## src/rtl/decim_pkg.sv

```systemverilog
// Shared parameters and FSM state type for the decimation controller.
package decim_pkg;

  localparam int DATA_W = 62;
  localparam int DECIM  = 30;
  localparam int CNT_W  = $clog2(DECIM);

  typedef enum logic [1:0] {
    IDLE = 2'd0,
    RUN  = 2'd1,
    HOLD = 2'd2
  } state_t;

endpackage

```

## src/rtl/decim_phase_cnt.sv

```systemverilog
// Modulo-DECIM beat counter with synchronous clear (clear beats increment).
module decim_phase_cnt #(
  parameter int DECIM = decim_pkg::DECIM,
  localparam int CNT_W = $clog2(DECIM)
) (
  input  logic             clk,
  input  logic             reset,
  input  logic             i_clr,
  input  logic             i_inc,
  output logic [CNT_W-1:0] o_cnt
);

  logic [CNT_W-1:0] r_cnt;

  always_ff @(posedge clk) begin
    if (reset || i_clr) begin
      r_cnt <= '0;
    end else if (i_inc) begin
      r_cnt <= (r_cnt == CNT_W'(DECIM - 1)) ? '0 : r_cnt + 1'b1;
    end
  end

  assign o_cnt = r_cnt;

endmodule

```

## src/rtl/decim_ctrl.sv

```systemverilog
// Decimation controller: keeps one sample out of every DECIM input beats.
// Define DECIM_PHASE_EN to add a phase_sel input choosing the captured phase.
//
// Handshakes: a transfer happens on a cycle where valid && ready are both 1.
// in_ready depends only on state (never on in_valid); out_valid, once raised,
// stays up until out_ready is seen or the controller is disabled/reset.
module decim_ctrl #(
  parameter int DATA_W = decim_pkg::DATA_W,
  parameter int DECIM  = decim_pkg::DECIM,
  localparam int CNT_W = $clog2(DECIM)
) (
  input  logic                     clk,
  input  logic                     reset,
  input  logic                     enable,
`ifdef DECIM_PHASE_EN
  input  logic [CNT_W-1:0]         phase_sel,
`endif
  input  logic                     in_valid,
  input  logic signed [DATA_W-1:0] in_real,
  input  logic signed [DATA_W-1:0] in_imag,
  output logic                     in_ready,
  output logic                     out_valid,
  input  logic                     out_ready,
  output logic signed [DATA_W-1:0] out_real,
  output logic signed [DATA_W-1:0] out_imag,
  output logic [CNT_W-1:0]         phase_cnt,
  output logic                     overflow,
  input  logic                     clear_ovf,
  output decim_pkg::state_t        dbg_state
);

  import decim_pkg::*;

  state_t                   r_state;
  logic                     r_in_ready;
  logic                     r_out_valid;
  logic                     r_ovf;
  logic signed [DATA_W-1:0] r_out_real;
  logic signed [DATA_W-1:0] r_out_imag;

  logic [CNT_W-1:0] w_cnt;
  logic [CNT_W-1:0] w_cap_phase;
  logic             w_beat;
  logic             w_capture;
  logic             w_hs;
  logic             w_ovf_evt;

`ifdef DECIM_PHASE_EN
  logic [CNT_W-1:0] r_phase;
  logic [CNT_W-1:0] w_phase_clamped;

  assign w_phase_clamped = (phase_sel >= CNT_W'(DECIM - 1)) ? CNT_W'(DECIM - 1) : phase_sel;
  assign w_cap_phase     = r_phase;
`else
  assign w_cap_phase = '0;
`endif

  // A beat seen while enable is low is dropped: the disable flush wins.
  assign w_beat    = in_valid && r_in_ready;
  assign w_capture = w_beat && enable && (w_cnt == w_cap_phase);
  assign w_hs      = r_out_valid && out_ready;
  assign w_ovf_evt = w_capture && r_out_valid && !out_ready;

  decim_phase_cnt #(
    .DECIM (DECIM)
  ) u_phase_cnt (
    .clk   (clk),
    .reset (reset),
    .i_clr (!enable),
    .i_inc (w_beat),
    .o_cnt (w_cnt)
  );

  always_ff @(posedge clk) begin
    if (reset) begin
      r_state     <= IDLE;
      r_in_ready  <= 1'b0;
      r_out_valid <= 1'b0;
      r_ovf       <= 1'b0;
      r_out_real  <= '0;
      r_out_imag  <= '0;
`ifdef DECIM_PHASE_EN
      r_phase     <= '0;
`endif
    end else begin
      if (w_ovf_evt) begin
        r_ovf <= 1'b1;
      end else if (clear_ovf) begin
        r_ovf <= 1'b0;
      end

      case (r_state)
        IDLE: begin
          if (enable) begin
            r_state    <= RUN;
            r_in_ready <= 1'b1;
`ifdef DECIM_PHASE_EN
            r_phase    <= w_phase_clamped;
`endif
          end
        end
        RUN, HOLD: begin
          if (!enable) begin
            r_state     <= IDLE;
            r_in_ready  <= 1'b0;
            r_out_valid <= 1'b0;
          end else if (w_capture) begin
            // Newest sample wins whether or not the held one was taken.
            r_state     <= HOLD;
            r_out_valid <= 1'b1;
            r_out_real  <= in_real;
            r_out_imag  <= in_imag;
          end else if (w_hs) begin
            r_state     <= RUN;
            r_out_valid <= 1'b0;
          end
        end
        default: begin
          r_state     <= IDLE;
          r_in_ready  <= 1'b0;
          r_out_valid <= 1'b0;
        end
      endcase
    end
  end

  assign in_ready  = r_in_ready;
  assign out_valid = r_out_valid;
  assign out_real  = r_out_real;
  assign out_imag  = r_out_imag;
  assign phase_cnt = w_cnt;
  assign overflow  = r_ovf;
  assign dbg_state = r_state;

endmodule

```

## config.mk

```make
export PLATFORM = sky130hd
export DESIGN_NAME = decim_ctrl
export DESIGN_NICKNAME = d
export VERILOG_FILES = /design/src/rtl/decim_pkg.sv /design/src/rtl/decim_phase_cnt.sv /design/src/rtl/decim_ctrl.sv
export SDC_FILE = /design/constraint.sdc
export NUM_CORES = 1
export LEC_CHECK = 0
export CAP_MARGIN = 5
export CORE_ASPECT_RATIO = 2
export CORE_MARGIN = 3
export CORE_UTILIZATION = 39
export DETAILED_ROUTE_END_ITERATION = 7
export PLACE_DENSITY = 0.81
export SETUP_SLACK_MARGIN = 0.4
export SYNTH_ARGS = -nofsm -noshare
export SYNTH_HDL_FRONTEND = slang
export SYNTH_SLANG_ARGS = --single-unit
```

## constraint.sdc

```tcl
create_clock -name clk -period 2.2 [get_ports clk]
set_input_delay 0.44 -clock clk [delete_from_list [all_inputs] [get_ports clk]]
set_output_delay 0.44 -clock clk [all_outputs]
set_load 0.01 [all_outputs]
```

# Word level (Yosys, flattened, before mapping)
# Index checks and enable logic that the tools add are counted.
op_classes:
  addsub: 1
  n_eq_ne: 6
  mux: 15
  n_bitwise: 1
  reduce_logical: 17
op_table:
  columns: ["op", "n"]
  rows:
  - ["2-to-1 mux 2 bit", 4]
  - ["2-to-1 mux 1 bit", 7]
  - ["logical AND 1 bit", 6]
  - ["AND reduction 2 bit", 3]
  - ["adder 5 x 1 -> 5 bit (second input constant)", 1]
  - ["== test 5 bit (second input constant)", 1]
  - ["zero test 5 bit", 1]
  - ["2-to-1 mux 5 bit", 1]
  - ["!= test 2 bit (second input constant)", 2]
  - ["!= test 4 bit (second input constant)", 1]
  - ["one-hot mux 1 bit (2 select lines)", 2]
  - ["one-hot mux 2 bit (2 select lines)", 1]
  - ["AND reduction 3 bit", 1]
  - ["== test 2 x 1 -> 1 bit (second input constant)", 1]
  - ["== test 2 bit (second input constant)", 1]
  - ["zero test 1 bit", 2]
  - ["zero test 2 bit", 1]
  - ["nonzero test 2 bit", 1]
  - ["OR reduction 2 bit", 1]
  - ["logical OR 1 bit", 1]
  - ["NOT 1 bit", 1]
totals:
  ff_bits: 134
  out_inout_bits: 134
  wordCells: 47

# Depth between registers and ports, before layout
depth:
  depth_word: 6
  depth_mapped: 9
  depth_no_buf: 6

# By module
# From an unflattened synthesis, not the netlist that was laid out.
unflattened:
  cells_unflattened: 599
  hier_area_um2: 4812.1
by_module_without_submodules:
  columns: ["mod", "instances", "cells_each", "area_each_um2", "seq_area_each_um2"]
  rows:
  - ["decim_ctrl", 1, 573, 4555.6, 2582.5]
  - ["decim_phase_cnt", 1, 26, 256.5, 100.1]

# Least setup slack after synthesis
# Ideal clock, no wire load.
synth_timing:
  kind: "flip-flop to flip-flop"
  from: "register r_state[0] (netlist: dbg_state[0])"
  to: "register r_out_real[15] (netlist: out_real[15])"
  setup_time_ns: 0.132
  arrival_time_ns: 1.584
  t_required_ns: 2.068
  path_slack_ns: 0.484
  stages_incl_launch_ff: 10
  path_cell_list: "dfxtp_1 > inv_1 > ha_1 > nand2_1 > and3b_1 > buf_2 > buf_6 > buf_4 > nand2_1 > a21oi_1"
synth_via:
  elab_chain_len: 3
  word_cells_on_any_way: 4
  cone_classes: "eq/ne: 2; reduce/logical: 2"
synth_lines:
  columns: ["element", "line_no", "source"]
  rows:
  - ["start: declaration", "decim_ctrl.sv:34", "state_t r_state;"]
  - ["start signal: assignment", "decim_ctrl.sv:76", "r_state <= IDLE;"]
  - ["start signal: assignment", "decim_ctrl.sv:95", "r_state <= RUN;"]
  - ["start signal: assignment", "decim_ctrl.sv:104", "r_state <= IDLE;"]
  - ["== test 2 x 1 -> 1 bit or == test 2 bit (tied branches)", "decim_ctrl.sv:92", "case (r_state)"]
  - ["OR reduction 2 bit (*)", "decim_ctrl.sv:92", null]
  - ["AND reduction 3 bit (no source line) (*)", null, null]
  - ["end signal: assignment", "decim_ctrl.sv:111", "r_out_real <= in_real;"]
  - ["end: declaration", "decim_ctrl.sv:38", "logic signed [DATA_W-1:0] r_out_real;"]
# Every way passes the cells marked *; elsewhere a longest branch is shown, timed or not.
# A chain may end at the register's enable or synchronous reset.

# Final worst setup path
layout_timing:
  from: "register r_out_real[22] (netlist: out_real[22])"
  to: "output out_real[22]"
layout_lines:
  columns: ["element", "line_no", "source"]
  rows:
  - ["end: declaration", "decim_ctrl.sv:24", "output logic signed [DATA_W-1:0] out_real,"]
# No word-level cell between the ends.

==> impl_metrics.yaml <==
placed_design:
  dp_slack_ns: 0.149
  io_buffers: 263
  place_inst: 977
  place_congestion: 0.813
  dp_hpwl_mm: 11.7
floorplanning:
  io_pins: 264
  start_util_pct: 40.4
  rows: 56
  die_y_um: 163
  dieArea_um2: 13700
  core-area_um2: 11800
  fp.dieW_um: 84.3
final_layout:
  fill_cells: 860
  regArea_um2: 2690
  antennaDiodeCount: 0
  layout-drive-gt1-share_pct: 6.44
  syn_to_final_growth_pct: 74.4
  fin_cells: 1015
  layout.nets: 992
  fin_util_pct: 70.4
  multi_input_area_um2: 1890
job:
  maxCapViolations: 0
grt:
  grt_pass1_vias: 5010
  grt_max_degree: 81
  antenna_found_initial: 0
  grt-ovfl-total: 0
  grtUsageTotal_pct: 22.7
  grt_pass1_wl_mm: 24.7
power:
  leakage_nw: 3.09
  cellPowerDensity_nw_per_um2: 714
  ir_drop_v: 0.000550
worst_setup_path:
  worstPathMaxFanout: 2
  slowest_delay_ns: 0.58
  worstPathArrival_ns: 1.33
  crit_chain: "clkdlybuf4s50_1"
  crit_path_start_kind: "flop"
  cp_top_family: "buffers and inverters"
  crit_type: "flop to output port"
  crit_slowest_cell: "clkdlybuf4s50_1"
  worstSetupEndpointType: "output port"
  required_ns: 1.76
  crit_buf_inv: 1
synthesis:
  synth_fp_nets: 735
  async_reset_ff_share_pct: 0
  synth_warnings: 0
  synth_largest_area_cell: "dfxtp_1"
  netlist_area_um2: 4780
  ys_ff_latch: 134
  syn_inst: 600
  synth.distinct_cells: 27
  synth_mux_area_share_pct: 0.209
  synth-xor-area-share_pct: 0.733
  ys.flop_type: "dfxtp_1"
  synth_edf_count: 0
  synth.top_cells.by_area: "dfxtp_1 56%, nand2_1 20%, a21oi_1 14%"
  synth-simple-area-share_pct: 22.3
  synth_common_cells: "252 x nand2_1, 134 x dfxtp_1, 129 x a21oi_1"
  synth_top_family_by_area: "simple AND/OR/NAND/NOR gates"
  synthAdderAreaFrac_pct: 1.31
  synth_area_per_cell_um2: 7.96
  yosysMostFrequentCell: "nand2_1"
  synth_compound_area_share_pct: 14.7
  synth_top_area_share_pct: 56.1
  ys_seq_area_share_pct: 56.1
timing:
  clock.fmax_ghz: 0.564
  maxSlewHeadroom_pct: 74.3
  hold_viol: 0
  worstMarginPinSlew_ns: 0.386
  whs_ns: 0.439
  drv_slew: 0
  fin_crit_sh_pct: 80.6
  finClkSkew_ns: 0.00961
  layout_setup_ws_ns: 0.427
  tns_ns: 0
  setup_viol: 0
  min_period_ns: 1.77
  rsz0062_at_grt: "false"
clocking:
  cts_buffers: 17
  clk-insertion-delay-late_ns: 0.41
  clock-root-buffer: "clkbuf_16"
  cts_sinks: 134
  clk_path_buf_depth: 2
  cts_tree: "yes"
  path_clk_slew_ns: 0.06
  htreeDepth: 4
  postCtsHoldBufs: 0
drt:
  drt_wl_total_mm: 16.4
  drc_errors: 0
  ant_nets: 0
  firstDrtPassIters: 5
  vias_per_cell: 4.93
  wl_per_cell_um: 16.2
  num_vias: 5002
  initialDrtViolationCount: 200
run_status:
  run_status: "finished clean"
min_path:
  hold_path.class: "input port to flop"
[worst paths after layout]
| kind | startpoint | cells after the start | end | slack [ns] |
|---|---|---|---|---|
| worst min-delay path | reset | 2 | out_valid | 0.44 |
| worst max-delay path | out_real[22] | 1 | out_real[22] | 0.43 |
| worst max register to register | dbg_state[0] | 8 | out_imag[43] | 0.49 |
| worst min register to register | out_real[32] | 2 | out_real[32] | 0.45 |
[worst reg2reg max path, stage by stage, from the launching register on]
cell,delay (ns)
dfxtp_2,0.34
inv_1,0.08
ha_4,0.28
nand2_1,0.07
and3b_4,0.35
buf_12,0.12
buf_12,0.17
nand2_1,0.08
a21oi_1,0.15
[report_power, final]
group          total [W]  leakage (nW)  switching, W  internal, W
clock network    0.00301         0.303       0.00110      0.00192
logic           0.000464          1.70      0.000168     0.000297
registers        0.00247          1.08     0.0000163      0.00245
total            0.00595          3.09       0.00128      0.00467
[timing repair]
item,4_1_cts,5_1_grt
cloned,0,2
endpoints found under the setup margin,13,134
gates resized for setup,10,14
endpoints found under the hold margin,0,0
buffers inserted,0,4
[final cells by class]
cell class / count / area share, %
Clock buffer: 19 / 5.20
Clock inverter: 13 / 2.33
Inverter: 6 / 0.270
Multi-Input combinational cell: 418 / 22.7
Sequential cell: 134 / 32.3
Tap cell: 145 / 2.18
Timing Repair Buffer: 280 / 35.1
[cells by family after synthesis]
| logic type | count (synthesis) |
|---|---|
| AO/OA/AOI/OAI | 137 |
| XOR/XNOR | 4 |
| adder cells (fa/ha/maj) | 5 |
| buffers and inverters | 48 |
| flip-flops | 134 |
| multiplexers | 1 |
| AND/OR/NAND/NOR | 271 |
[cells in the final DEF (no fill, tap or decap), types with 2 or more instances in the layout]
| master | count |
|---|---|
| a21oi_1 | 129 |
| buf_12 | 9 |
| buf_4 | 6 |
| bufinv_16 | 4 |
| clkbuf_1 | 2 |
| clkbuf_16 | 19 |
| clkdlybuf4s50_1 | 245 |
| clkinv_4 | 3 |
| dfxtp_1 | 129 |
| dfxtp_2 | 5 |
| dlygate4sd2_1 | 7 |
| dlymetal6s2s_1 | 10 |
| ha_1 | 4 |
| inv_1 | 6 |
| inv_6 | 4 |
| nand2_1 | 252 |
| nand2b_1 | 2 |
| nand3_1 | 2 |
| nor2_1 | 8 |
| o21ai_0 | 4 |
| xor2_1 | 3 |
[stage by stage]
stage	power, W	area, µm²
floorplan	0.00264	4780
global placement	0.00297	7560
detailed placement	0.00298	7560
CTS	0.00599	8180
global route	0.00614	8330
finish	0.00595	8330
[state kept, by name, indices dropped and copies added, names as in the netlist]
| signal | flops |
|---|---|
| dbg_state | 2 |
| in_ready | 1 |
| out_imag | 62 |
| out_real | 62 |
| out_valid | 1 |
| overflow | 1 |
| u_phase_cnt.o_cnt | 5 |
[metal layers]
metal,vias up,global-route usage (%),part of all wire (%)
li1,2446,-,-
met5,-,0,0
met1,2313,23.2,35
met4,0,11.8,3.9
met3,37,7.19,6.3
met2,206,40.8,55
No activity file was read; power rests on OpenSTA's default activity.
